[src/rtl/plane_write_sequencer.sv]
// Sequences auto-increment, set-address and data writes onto the LED-plane
// controller's byte bus, holding dataIn/rs stable around each dataEn fall.
module plane_write_sequencer #(
  parameter int D_WIDTH   = 8,
  parameter int A_WIDTH   = 6,
  parameter int STROBE_HI = 2,
  parameter int STROBE_LO = 2
) (
  input  logic               clk,
  input  logic               reset,
  input  logic               startValid,
  input  logic [A_WIDTH-1:0] startAddr,
  input  logic [A_WIDTH:0]   startLen,
  input  logic               clearReq,
  input  logic [D_WIDTH-1:0] byteIn,
  input  logic               byteValid,
  output logic               byteReady,
  output logic               busy,
  output logic               done,
  output logic [D_WIDTH-1:0] dataIn,
  output logic               dataEn,
  output logic               rs
);

  typedef enum logic [2:0] {
    S_IDLE, S_CLR, S_INC, S_ADDR, S_WAIT, S_DATA, S_DONE
  } state_t;

  localparam logic [D_WIDTH-1:0] LP_CMD_CLR  = D_WIDTH'(8'h01);
  localparam logic [D_WIDTH-1:0] LP_CMD_INC  = D_WIDTH'(8'h06);
  localparam logic [D_WIDTH-1:0] LP_CMD_ADDR = D_WIDTH'(8'h80);
  localparam logic [4:0]         LP_HI       = 5'(STROBE_HI);
  localparam logic [4:0]         LP_LAST     = 5'(STROBE_HI + STROBE_LO - 1);

  state_t             r_state;
  logic [4:0]         r_cnt;
  logic [A_WIDTH-1:0] r_addr;
  logic [A_WIDTH:0]   r_len;
  logic [D_WIDTH-1:0] r_data_in;
  logic               r_data_en;
  logic               r_rs;

  state_t             w_state_next;
  logic [4:0]         w_cnt_next;
  logic [4:0]         w_cnt_inc;
  logic               w_xfer_last;
  logic [A_WIDTH-1:0] w_addr_next;
  logic [A_WIDTH:0]   w_len_next;
  logic [D_WIDTH-1:0] w_data_in_next;
  logic               w_data_en_next;
  logic               w_rs_next;
  logic [D_WIDTH-1:0] w_addr_cmd;

  assign w_cnt_inc   = r_cnt + 5'd1;
  assign w_xfer_last = (r_cnt == LP_LAST);
  assign w_addr_cmd  = LP_CMD_ADDR | D_WIDTH'(r_addr);

  always_ff @(posedge clk or negedge reset) begin
    if (!reset) begin
      r_state   <= S_IDLE;
      r_cnt     <= '0;
      r_addr    <= '0;
      r_len     <= '0;
      r_data_in <= '0;
      r_data_en <= 1'b0;
      r_rs      <= 1'b0;
    end else begin
      r_state   <= w_state_next;
      r_cnt     <= w_cnt_next;
      r_addr    <= w_addr_next;
      r_len     <= w_len_next;
      r_data_in <= w_data_in_next;
      r_data_en <= w_data_en_next;
      r_rs      <= w_rs_next;
    end
  end

  // Starting a transfer loads strobe, select and data together on the same
  // edge; inside a transfer the phase counter alone shapes dataEn.
  always_comb begin
    w_state_next   = r_state;
    w_cnt_next     = r_cnt;
    w_addr_next    = r_addr;
    w_len_next     = r_len;
    w_data_in_next = r_data_in;
    w_data_en_next = 1'b0;
    w_rs_next      = r_rs;
    byteReady      = 1'b0;
    busy           = 1'b0;
    done           = 1'b0;

    case (r_state)
      S_IDLE: begin
        if (clearReq) begin
          w_state_next   = S_CLR;
          w_cnt_next     = '0;
          w_data_en_next = 1'b1;
          w_rs_next      = 1'b1;
          w_data_in_next = LP_CMD_CLR;
        end else if (startValid) begin
          w_addr_next = startAddr;
          w_len_next  = startLen;
          if (startLen == '0) begin
            w_state_next = S_DONE;
          end else begin
            w_state_next   = S_INC;
            w_cnt_next     = '0;
            w_data_en_next = 1'b1;
            w_rs_next      = 1'b1;
            w_data_in_next = LP_CMD_INC;
          end
        end
      end

      S_CLR, S_INC, S_ADDR, S_DATA: begin
        busy           = 1'b1;
        w_cnt_next     = w_cnt_inc;
        w_data_en_next = (w_cnt_inc < LP_HI);
        if (w_xfer_last) begin
          w_cnt_next     = '0;
          w_data_en_next = 1'b0;
          case (r_state)
            S_CLR:  w_state_next = S_DONE;
            S_INC: begin
              w_state_next   = S_ADDR;
              w_data_en_next = 1'b1;
              w_rs_next      = 1'b1;
              w_data_in_next = w_addr_cmd;
            end
            S_ADDR: w_state_next = S_WAIT;
            default: begin
              w_len_next   = r_len - (A_WIDTH+1)'(1);
              w_state_next = (r_len == (A_WIDTH+1)'(1)) ? S_DONE : S_WAIT;
            end
          endcase
        end
      end

      S_WAIT: begin
        busy      = 1'b1;
        byteReady = 1'b1;
        if (byteValid) begin
          w_state_next   = S_DATA;
          w_cnt_next     = '0;
          w_data_en_next = 1'b1;
          w_rs_next      = 1'b0;
          w_data_in_next = byteIn;
        end
      end

      S_DONE: begin
        done         = 1'b1;
        w_state_next = S_IDLE;
      end

      default: w_state_next = S_IDLE;
    endcase
  end

  assign dataIn = r_data_in;
  assign dataEn = r_data_en;
  assign rs     = r_rs;

endmodule

[config.mk]
export PLATFORM = sky130hd
export DESIGN_NAME = plane_write_sequencer
export DESIGN_NICKNAME = d
export VERILOG_FILES = /design/src/rtl/plane_write_sequencer.sv
export SDC_FILE = /design/constraint.sdc
export NUM_CORES = 1
export LEC_CHECK = 0
export BUFFER_PORTS_ARGS = -buffer_cell sky130_fd_sc_hd__buf_2
export CAP_MARGIN = 20
export CORE_ASPECT_RATIO = 0.8
export CORE_MARGIN = 10
export CORE_UTILIZATION = 40
export CTS_BUF_LIST = sky130_fd_sc_hd__clkbuf_4
export DETAILED_ROUTE_END_ITERATION = 16
export PLACE_DENSITY = 0.58
export SYNTH_ARGS = -nofsm -noshare
export SYNTH_HDL_FRONTEND = slang
export SYNTH_SLANG_ARGS = --single-unit
[constraint.sdc]
create_clock -name clk -period 2.6 [get_ports clk]
set_input_delay 0.13 -clock clk [delete_from_list [all_inputs] [get_ports clk]]
set_output_delay 0.13 -clock clk [all_outputs]
set_load 0.1 [all_outputs]
==> qor.txt, run 1 <==
FF+latch count, synth - 31
Syn_nets - 213
Worst-Margin Slew - 0.697 ns
Reg area - 776 µm²
Crit path max-delay family - simple AND/OR/NAND/NOR gates
Die Area - 0.00777 mm²
Max_cap viols - 0
RD Place Congestion - 0.813
Buf/Inv on CP - 2
Post-placement cell count - 273
Pwr dens - 1460 mW/mm²
Skew final - 0.0139 ns
Post-synth cell types - 52
Aggregate global routing overflow - 0
Setup crit start kind - flip-flop
Routed Antenna Nets - 0
I/O Pins - 39
Hold crit path type - in -> reg
Count of buffers from port buffering - 38
Worst-path cell chain - buf_4, or2_2, nand2_1, nand2_1, buf_2
Register area share after synthesis - 41.9%
Worst Path Required - 2.47 ns
LEAKAGE - 1.02 nW
Fill cells - 467
CP arrival - 2.20 ns
Die H - 80.9 µm
Num rows - 22
Drt pass-1 iters - 4
Slew HR - 52.8%
Fin crit period - 2.33 ns
Post-synth top cells - 31 x dfrtp_1, 14 x mux2_2, 13 x nor2_1
Multi-input logic area - 965 µm²
Setup TNS - 0 ns
CTS tree - built
Share of the synthesized area in the top cell type - 41.9%
First-pass GRT wire length - 7.39 mm
Clock Sink Count - 31
CP Max Fanout - 15
CTS resizes - 0
Final nets - 254
Hold Slack - 0.0327 ns
Initial drt markers - 62
Post-layout power - 3.14 mW
Number of flops mapped to enable cells by yosys - 0
Initial core utilization - 40.8%
Top post-synthesis cells by area - dfrtp_1 42%, mux2_2 8.5%, a22o_1 4.7%
Vias post-DR - 1,563
Layout cells sized above 1 - 33.3%
Syn avg cell area - 10.1 µm²
Vias/cell - 5.48
Syn Inst Count - 184
CORE AREA - 0.00454 mm²
GRT Total Usage - 11.9%
Die W - 96.1 µm
H-tree depth - 2
Inserted Clock Buffers - 5
Crit path top cell by count - nand2_1
Fmax - 429 MHz
Cell Area, Synth - 0.00185 mm²
Non-filler cells in the finished layout - 285
WS Path Type - reg -> out
Crit-path slowest cell - nand2_1
Initial antenna violation count - 0
DRT Wirelength - 4.56 mm
Worst-path clk slew - 0.10 ns
Max VDD drop - 0.000636 V
Asr flop ratio synth - 100%
Most frequent cell after synthesis - dfrtp_1
RSZ-0062 raised after global routing - no
Final Cycle Share - 89.6%
Slowest stage delay, CP - 0.45 ns
CP Capture Type - output pin
Final Hold Fails - 0
Warnings, synthesis - 0
Worst-skew pair later-pin latency - 0.32 ns
Post-layout util - 47.5%
Slew Limit Fails - 0
Area grow syn2layout - 16.4%
Predominant post-synthesis flop cell - dfrtp_1
Antenna cells - 0
Area leader, netlist - dfrtp_1
Vias in the first global route - 1,489
Clk root buf - clkbuf_4
Final setup vio count - 0
Hpwl dp - 3.39 mm
Clock Path Buffers - 2
Largest net degree at the start of global routing - 32
Avg WL per Cell - 16.0 µm
DRC violation count after routing - 0
Outcome - complete, no violations
## worst paths after layout
check | from | to | slack, ns | cells past startpoint
worst max register to register | r_cnt[0] | r_len[4] | 0.29 | 7
worst max-delay path | r_state[0] | busy | 0.27 | 5
min in group asynchronous | reset | r_len[5] | 0.38 | 2
worst min register to register | dataIn[4] | dataIn[4] | 0.51 | 1
worst min-delay path | startAddr[4] | r_addr[4] | 0.03 | 2
max in group asynchronous | reset | rs | 1.76 | 2
## kinds of logic after synthesis
family | share of synthesized area (%)
simple gates | 16.6
xor+xnor | 0.946
mux | 9.59
flops | 41.9
buf+inv | 6.01
fa+ha+maj | 2.03
compound gates | 23.0
## per-stage QoR
| step | setup slack [ns] | area (µm²) |
|---|---|---|
| 2_1_floorplan | 0.530 | 1850 |
| 3_3_place_gp | 0.237 | 2070 |
| 3_5_place_dp | 0.163 | 2070 |
| 4_1_cts | 0.129 | 2130 |
| 5_1_grt | 0.0836 | 2160 |
| 6_report | 0.271 | 2160 |
## registers in the layout, summed over array words and instances, names as in the netlist
| register | count |
|---|---|
| dataEn | 1 |
| dataIn | 8 |
| r_addr | 6 |
| r_cnt | 5 |
| r_len | 7 |
| r_state | 3 |
| rs | 1 |
## layout make-up
class / instances / share of cell area (%)
Multi-Input combinational cell: 131 / 44.7
Sequential cell: 31 / 36.0
Timing Repair Buffer: 47 / 12.1
Tap cell: 60 / 3.48
Clock buffer: 5 / 1.74
Inverter: 9 / 1.57
Clock inverter: 2 / 0.406
## worst reg2reg max path: cells and delay by family, from the launching register on
kind | cells | cell delay (ns)
AOI/OAI and AO/OA | 3 | 0.56
and+or+nand+nor | 1 | 0.54
DFF | 1 | 0.44
adders and majority gates | 1 | 0.33
buffers and inverters | 2 | 0.33
## timing repair
action                                  CTS  global route
hold endpoints to repair                 31             0
endpoints found under the setup margin    0             1
hold buffers                              1             0
buffers inserted                          0             4
## cell usage in the layout, fill, tap and decap left out, types with 2 or more instances in the layout
cell / instances
o2bb2ai_1: 2
dfrtp_1: 31
o21ai_2: 2
mux2i_1: 2
o311ai_0: 2
a21oi_1: 9
o31ai_1: 2
o211ai_1: 2
a22o_1: 10
clkbuf_4: 5
a21o_1: 3
buf_4: 8
nand3_1: 5
nor4_1: 5
nand2_1: 12
or3_1: 2
ha_1: 3
nor2_1: 13
or2_2: 2
nand3b_1: 2
a221o_1: 2
o21ai_0: 7
nor3_1: 4
inv_1: 9
buf_2: 38
mux2_2: 14
## report_power, final
group          internal (mW)  switching, mW
Clock                 0.0958          0.165
Sequential             0.681          0.147
Combinational          0.635           1.41
Total                   1.41           1.72
## per-layer routing
metal / global-route usage, % / wire length (µm) / vias to the layer above
li1: - / - / 767
met1: 16.9 / 2170 / 761
met2: 17.4 / 2110 / 31
met3: 3.50 / 255 / 4
met4: 2.21 / 25 / 0
met5: 0 / 0 / -
(Power assumes the default switching activity.)
==> run 2, diff against run 1 <==
--- a/config.mk
+++ b/config.mk
@@ -5,14 +5,14 @@
 export SDC_FILE = /design/constraint.sdc
 export NUM_CORES = 1
 export LEC_CHECK = 0
-export BUFFER_PORTS_ARGS = -buffer_cell sky130_fd_sc_hd__buf_2
 export CAP_MARGIN = 20
 export CORE_ASPECT_RATIO = 0.8
 export CORE_MARGIN = 10
 export CORE_UTILIZATION = 40
 export CTS_BUF_LIST = sky130_fd_sc_hd__clkbuf_4
 export DETAILED_ROUTE_END_ITERATION = 16
-export PLACE_DENSITY = 0.58
+export DONT_BUFFER_PORTS = 1
+export PLACE_DENSITY = 0.5
 export SYNTH_ARGS = -nofsm -noshare
 export SYNTH_HDL_FRONTEND = slang
 export SYNTH_SLANG_ARGS = --single-unit
==> constraint.sdc (replaced) <==
create_clock -name clk -period 3 [get_ports clk]
set_input_delay 0.15 -clock clk [delete_from_list [all_inputs] [get_ports clk]]
set_output_delay 0.15 -clock clk [all_outputs]
set_load 0.1 [all_outputs]
==> run 2 against run 1 <==
Against the previous run:
- critical path depth did not move
- die area did not move
- first-iteration DRC count fell by 11%
- worst setup slack improved by 0.20 ns
- final cell count fell by 12%
- core utilization fell by 2.1 points
- clock skew fell by 0.0071 ns
- worst hold slack got worse by 0.019 ns
- flip-flop and latch count did not move
- highest routed layer unchanged
==> qor.txt, run 2 (same netlist as run 1, synthesis figures left out) <==
Outcome - complete, no violations
Met3 Resource Use GR - 5.07% (+1.6 points)
Num rows - 22 (unchanged)
Postcts setup bufs - 0 (unchanged)
I/O Pins - 39 (unchanged)
Worst Setup SP - r_cnt[0]
Worst-skew pair later-pin latency - 0.33 ns (about the same)
Commonest non-fill, non-tap cell in the layout - dfrtp_1
Die H - 80.9 µm (unchanged)
Crit-path slowest cell - a221oi_4
RSZ-0062 raised after global routing - no
Antenna cells - 0 (unchanged)
Design Area, Final - 0.00206 mm² (-4.4%)
Worst-path clk slew - 0.11 ns (about the same)
Avg WL per Cell - 18.5 µm (+15%)
Worst r2r dst - r_len[6]
Max_cap viols - 0 (unchanged)
CORE AREA - 0.00454 mm² (unchanged)
Vias in the first global route - 1,431 (-3.9%)
Vias post-DR - 1,489 (-4.7%)
Initial core utilization - 40.8% (unchanged)
CTS tree - built
Inserted Clock Buffers - 5 (unchanged)
Fin crit period - 2.53 ns
Clock Path Buffers - 2 (unchanged)
CP Max Fanout - 13 (-2)
Aggregate global routing overflow - 0 (unchanged)
Non-filler cells in the finished layout - 252 (-12%)
GR Layer Usage met2 - 18.1% (+0.60 points)
Met1 Usage GRT - 15.8% (-1.2 points)
Hold crit path type - in -> reg
Clk root buf - clkbuf_4
Count of buffers from port buffering - 0 (-100%)
Setup crit start kind - flip-flop
Final Hold Fails - 0 (unchanged)
Crit path max-delay family - compound AO/OA/AOI/OAI gates
GRT Total Usage - 12.2% (+0.30 points)
Slew Limit Fails - 0 (unchanged)
DRC violation count after routing - 0 (unchanged)
Drt pass-1 iters - 6 (+2)
CP arrival - 2.76 ns (+0.56 ns)
Die Area - 0.00777 mm² (unchanged)
Largest register FFs - 8 (unchanged)
Worst reg2reg setup slack - 0.47 ns (+0.18 ns)
Vias/cell - 5.91 (+7.7%)
Top Usage Layer GRT - met2
Fmax - 395 MHz
DRT Wirelength - 4.65 mm (+2.1%)
Most frequent cells in the layout - 31 x dfrtp_1, 14 x mux2_2, 12 x nand2_1, 12 x nor2_1, 10 x a22o_1
R2r worst-path depth - 5 (-2)
Skew final - 0.00685 ns (-0.00709 ns)
Initial drt markers - 55 (-11%)
Final nets - 220 (-13%)
Slowest stage delay, CP - 0.60 ns (+0.15 ns)
H-tree depth - 2 (unchanged)
Buf/Inv on CP - 0 (-2)
Clock Sink Count - 31 (unchanged)
Routed Antenna Nets - 0 (unchanged)
RD Place Congestion - 0.848 (+4.3%)
First-pass GRT wire length - 7.44 mm (+0.66%)
Slew HR - 38.9% (-14 points)
Worst Path Required - 3.23 ns (+0.76 ns)
Worst-path cell chain - ha_1, or4b_4, a221oi_4, o21ai_0, a22o_1
Final setup vio count - 0 (unchanged)
Die W - 96.1 µm (unchanged)
Final Cycle Share - 84.4%
Hpwl dp - 3.42 mm (+0.83%)
WS Path Type - reg -> reg
Largest net degree at the start of global routing - 32 (unchanged)
CP Depth - 5 (unchanged)
Worst-Margin Slew - 0.916 ns (+0.219 ns)
Layout cells sized above 1 - 18.2% (-15 points)
Placed Instance Area - 0.00187 mm² (-9.4%)
Post-placement cell count - 234 (-14%)
Reg2Reg Launch Point - r_cnt[0]
CP Capture Type - flip-flop
Initial antenna violation count - 0 (unchanged)
Crit path to - r_len[6]
Setup TNS - 0 ns (unchanged)
Area grow syn2layout - 11.3%
## run 2: metrics by stage
stage	hold WS [ns]	setup slack, ns	utilization, %
2_1_floorplan	-0.146	0.910	-
3_3_place_gp	-0.144	0.656	41.3
3_5_place_dp	-0.144	0.517	41.3
4_1_cts	0.0125	0.491	45.4
5_1_grt	0.0136	0.358	45.4
6_report	0.0136	0.469	45.4
## run 2: how the worst min path moves through the flow
stage / from / cells after the start / to / slack (ns)
global route: startLen[1] / 2 / r_len[1] / 0.01
CTS: startLen[1] / 2 / r_len[1] / 0.01
detailed placement: reset / 0 / r_cnt[2] / -0.14
finish: startLen[1] / 2 / r_len[1] / 0.01
global placement: reset / 0 / r_cnt[3] / -0.14
floorplan: reset / 0 / dataEn / -0.15
## run 2: routing by layer
metal / wire length [µm] / vias up
met5: 0 / -
met4: 37 / 0
met2: 2140 / 39
met3: 400 / 5
li1: - / 710
met1: 2070 / 735
## run 2: repair_timing
action                    4_1_cts  5_1_grt
hold buffers                   10        0
hold endpoints to repair       39        0
resized for setup               0        0
## run 2: final cells by class
class | instances | area (µm²)
sequential | 31 | 776
tap | 60 | 75.1
clock inverter | 3 | 38.8
clock buffer | 5 | 37.5
timing repair buffer | 13 | 133
fill | 463 | 2480
inverter | 9 | 33.8
multi-input combinational | 131 | 967
Power of run 2 is not shown: default switching activity piles up to over one toggle a cycle in this logic, so the estimate is an artifact.
==> run 3, diff against run 2 <==
--- a/config.mk
+++ b/config.mk
@@ -5,6 +5,7 @@
 export SDC_FILE = /design/constraint.sdc
 export NUM_CORES = 1
 export LEC_CHECK = 0
+export ABC_AREA = 1
 export CAP_MARGIN = 20
 export CORE_ASPECT_RATIO = 0.8
 export CORE_MARGIN = 10
@@ -12,7 +13,7 @@
 export CTS_BUF_LIST = sky130_fd_sc_hd__clkbuf_4
 export DETAILED_ROUTE_END_ITERATION = 16
 export DONT_BUFFER_PORTS = 1
-export PLACE_DENSITY = 0.5
+export PLACE_DENSITY = 0.52
 export SYNTH_ARGS = -nofsm -noshare
 export SYNTH_HDL_FRONTEND = slang
 export SYNTH_SLANG_ARGS = --single-unit
==> constraint.sdc (replaced) <==
create_clock -name clk -period 2.1 [get_ports clk]
set_input_delay 0.105 -clock clk [delete_from_list [all_inputs] [get_ports clk]]
set_output_delay 0.105 -clock clk [all_outputs]
set_load 0.1 [all_outputs]
==> run 3 against run 2 <==
Against the previous run:
- core utilization is 3.7 points higher
- flip-flop and latch count unchanged
- critical endpoint is now byteReady
- critical path depth is 1 lower
==> qor.txt, run 3 <==
Initial antenna violation count - 0 (unchanged)
Fill cells - 491 (+6.0%)
Most frequent cells in the layout - 82 x nand2_1, 31 x dfrtp_1, 30 x inv_1
CP Capture Type - output pin
Die Area - 0.00804 mm² (+3.5%)
Number of flops mapped to enable cells by yosys - 0 (unchanged)
CP arrival - 1.83 ns (-0.93 ns)
Worst-skew pair later-pin latency - 0.33 ns (about the same)
H-tree depth - 2 (unchanged)
Asr flop ratio synth - 100% (unchanged)
Die W - 97.8 µm (+1.8%)
Vias in the first global route - 1,678 (+17%)
Aggregate global routing overflow - 0 (unchanged)
Clk root buf - clkbuf_4
Register area share after synthesis - 40.1% (-1.8 points)
Slew HR - 42.3% (+3.3 points)
Top post-synthesis cells by area - dfrtp_1 40%, nand2_1 16%, inv_1 5.8%
Routed Antenna Nets - 0 (unchanged)
GR Layer Usage met2 - 17.3% (-0.77 points)
Count of buffers from port buffering - 0 (unchanged)
Worst-path cell chain - nor2_4, nand2_1, inv_2, buf_4
Largest register FFs - 8 (unchanged)
Worst Path Required - 2.00 ns (-1.23 ns)
Hold Path Stages - 4 (+2)
Setup TNS - 0 ns (unchanged)
Predominant post-synthesis flop cell - dfrtp_1
Worst-Margin Slew - 0.867 ns (-0.0492 ns)
Setup crit start kind - flip-flop
Share of the synthesized area in the top cell type - 40.1% (-1.8 points)
Commonest non-fill, non-tap cell in the layout - nand2_1
Slew Limit Fails - 0 (unchanged)
Largest net degree at the start of global routing - 32 (unchanged)
Final nets - 317 (+44%)
Outcome - complete, no violations
CTS tree - built
Hold crit path type - in -> reg
Syn Inst Count - 260 (+41%)
Most frequent cell after synthesis - nand2_1
RD Place Congestion - 0.926 (+9.2%)
Syn avg cell area - 7.45 µm² (-26%)
Met1 Usage GRT - 17.8% (+2.0 points)
DRT Wirelength - 4.83 mm (+3.8%)
Top Usage Layer GRT - met1
Worst r2r dst - dataIn[2]
Warnings, synthesis - 0 (unchanged)
Crit path max-delay family - buffers and inverters
Slowest stage delay, CP - 0.49 ns (-0.11 ns)
Met3 Resource Use GR - 4.40% (-0.67 points)
Final Cycle Share - 91.9%
Worst reg2reg setup slack - 0.45 ns (-0.02 ns)
CORE AREA - 0.00462 mm² (+1.8%)
Buf/Inv on CP - 2 (+2)
First-pass GRT wire length - 8.27 mm (+11%)
Fin crit period - 1.93 ns
Post-synth cell types - 30 (-42%)
Final Hold Fails - 0 (unchanged)
Post-synth top cells - 82 x nand2_1, 31 x dfrtp_1, 30 x inv_1
Num rows - 22 (unchanged)
FF+latch count, synth - 31 (unchanged)
Max_cap viols - 0 (unchanged)
I/O Pins - 39 (unchanged)
CTS resizes - 0 (unchanged)
Hpwl dp - 3.67 mm (+7.3%)
RSZ-0062 raised after global routing - no
Worst-path clk slew - 0.10 ns (about the same)
CP Max Fanout - 9 (-4)
Die H - 82.2 µm (+1.7%)
Syn_nets - 289 (+36%)
Initial core utilization - 41.9% (+1.1 points)
Inserted Clock Buffers - 5 (unchanged)
DRC violation count after routing - 0 (unchanged)
GRT Total Usage - 12.6% (+0.39 points)
Clock Sink Count - 31 (unchanged)
Post-layout util - 49.0% (+3.7 points)
Area grow syn2layout - 17.1%
Vias/cell - 4.84 (-18%)
Skew final - 0.00545 ns (-0.00139 ns)
Antenna cells - 0 (unchanged)
Area leader, netlist - dfrtp_1
Layout cells sized above 1 - 14.5% (-3.7 points)
R2r worst-path depth - 8 (+3)
Drt pass-1 iters - 4 (-2)
Clock Path Buffers - 2 (unchanged)
Avg WL per Cell - 13.8 µm (-25%)
Initial drt markers - 117 (+110%)
Crit-path slowest cell - dfrtp_1
Hold Path End - r_len[2]
Hold path start - startLen[2]
WS Path Type - reg -> out
Vias post-DR - 1,688 (+13%)
Fmax - 518 MHz
Final setup vio count - 0 (unchanged)
Reg2Reg Launch Point - r_state[0]
Cell Area, Synth - 0.00194 mm² (+4.6%)
==> run 3: logic make-up after synthesis <==
group | count (synthesis) | share of synthesized area [%]
AO/OA/AOI/OAI | 33 | 9.69
XOR/XNOR | 2 | 0.905
adder cells (fa/ha/maj) | 3 | 1.94
buffers and inverters | 38 | 7.95
flip-flops | 31 | 40.1
multiplexers | 4 | 2.33
AND/OR/NAND/NOR | 149 | 37.1
==> run 3: worst reg2reg max path: cells and delay by family, from the launching register on <==
| kind | cells | cell delay, ns |
|---|---|---|
| and+or+nand+nor | 6 | 0.71 |
| DFF | 1 | 0.47 |
| buffers and inverters | 2 | 0.39 |
==> run 3: layout make-up <==
type	instances	area, µm²	area share [%]
clock inverter	2	7.51	0.331
timing repair buffer	24	218	9.60
sequential	31	776	34.2
tap	60	75.1	3.31
multi-input combinational	191	1010	44.5
inverter	35	136	6.02
clock buffer	6	45.0	1.99
==> run 3: through the flow <==
stage	setup slack [ns]	hold WS, ns	cells	cell area, µm²
detailed placement	0.456	-0.189	330	2090
finish	0.169	0.00657	349	2270
CTS	0.153	0.000883	349	2270
global route	0.0497	0.00636	349	2270
floorplan	0.139	-0.191	260	1940
global placement	0.429	-0.189	330	2090
==> run 3: layer usage <==
metal | part of all wire (%) | routed length, µm | vias up
li1 | - | - | 881
met1 | 50 | 2440 | 746
met2 | 41 | 1990 | 57
met3 | 7.5 | 361 | 4
met4 | 0.83 | 40 | 0
met5 | 0 | 0 | -
==> run 3: worst max path at each step <==
stage                     cells past startpoint  slack, ns        end        from
after floorplan                               2       0.14       done  r_state[1]
after global placement                        7       0.43   r_len[2]  r_state[0]
after detailed placement                      8       0.46  dataIn[4]    r_cnt[0]
after CTS                                     4       0.15  byteReady  r_state[1]
after global routing                          4       0.05  byteReady  r_state[1]
final                                         4       0.17  byteReady  r_state[1]
==> run 3: what timing repair did <==
item / in CTS / in global routing
hold buffers: 11 / 0
endpoints found under the hold margin: 40 / 0
buffers inserted: 0 / 0
endpoints found under the setup margin: 0 / 0
Power of run 3 is left out for the same reason.
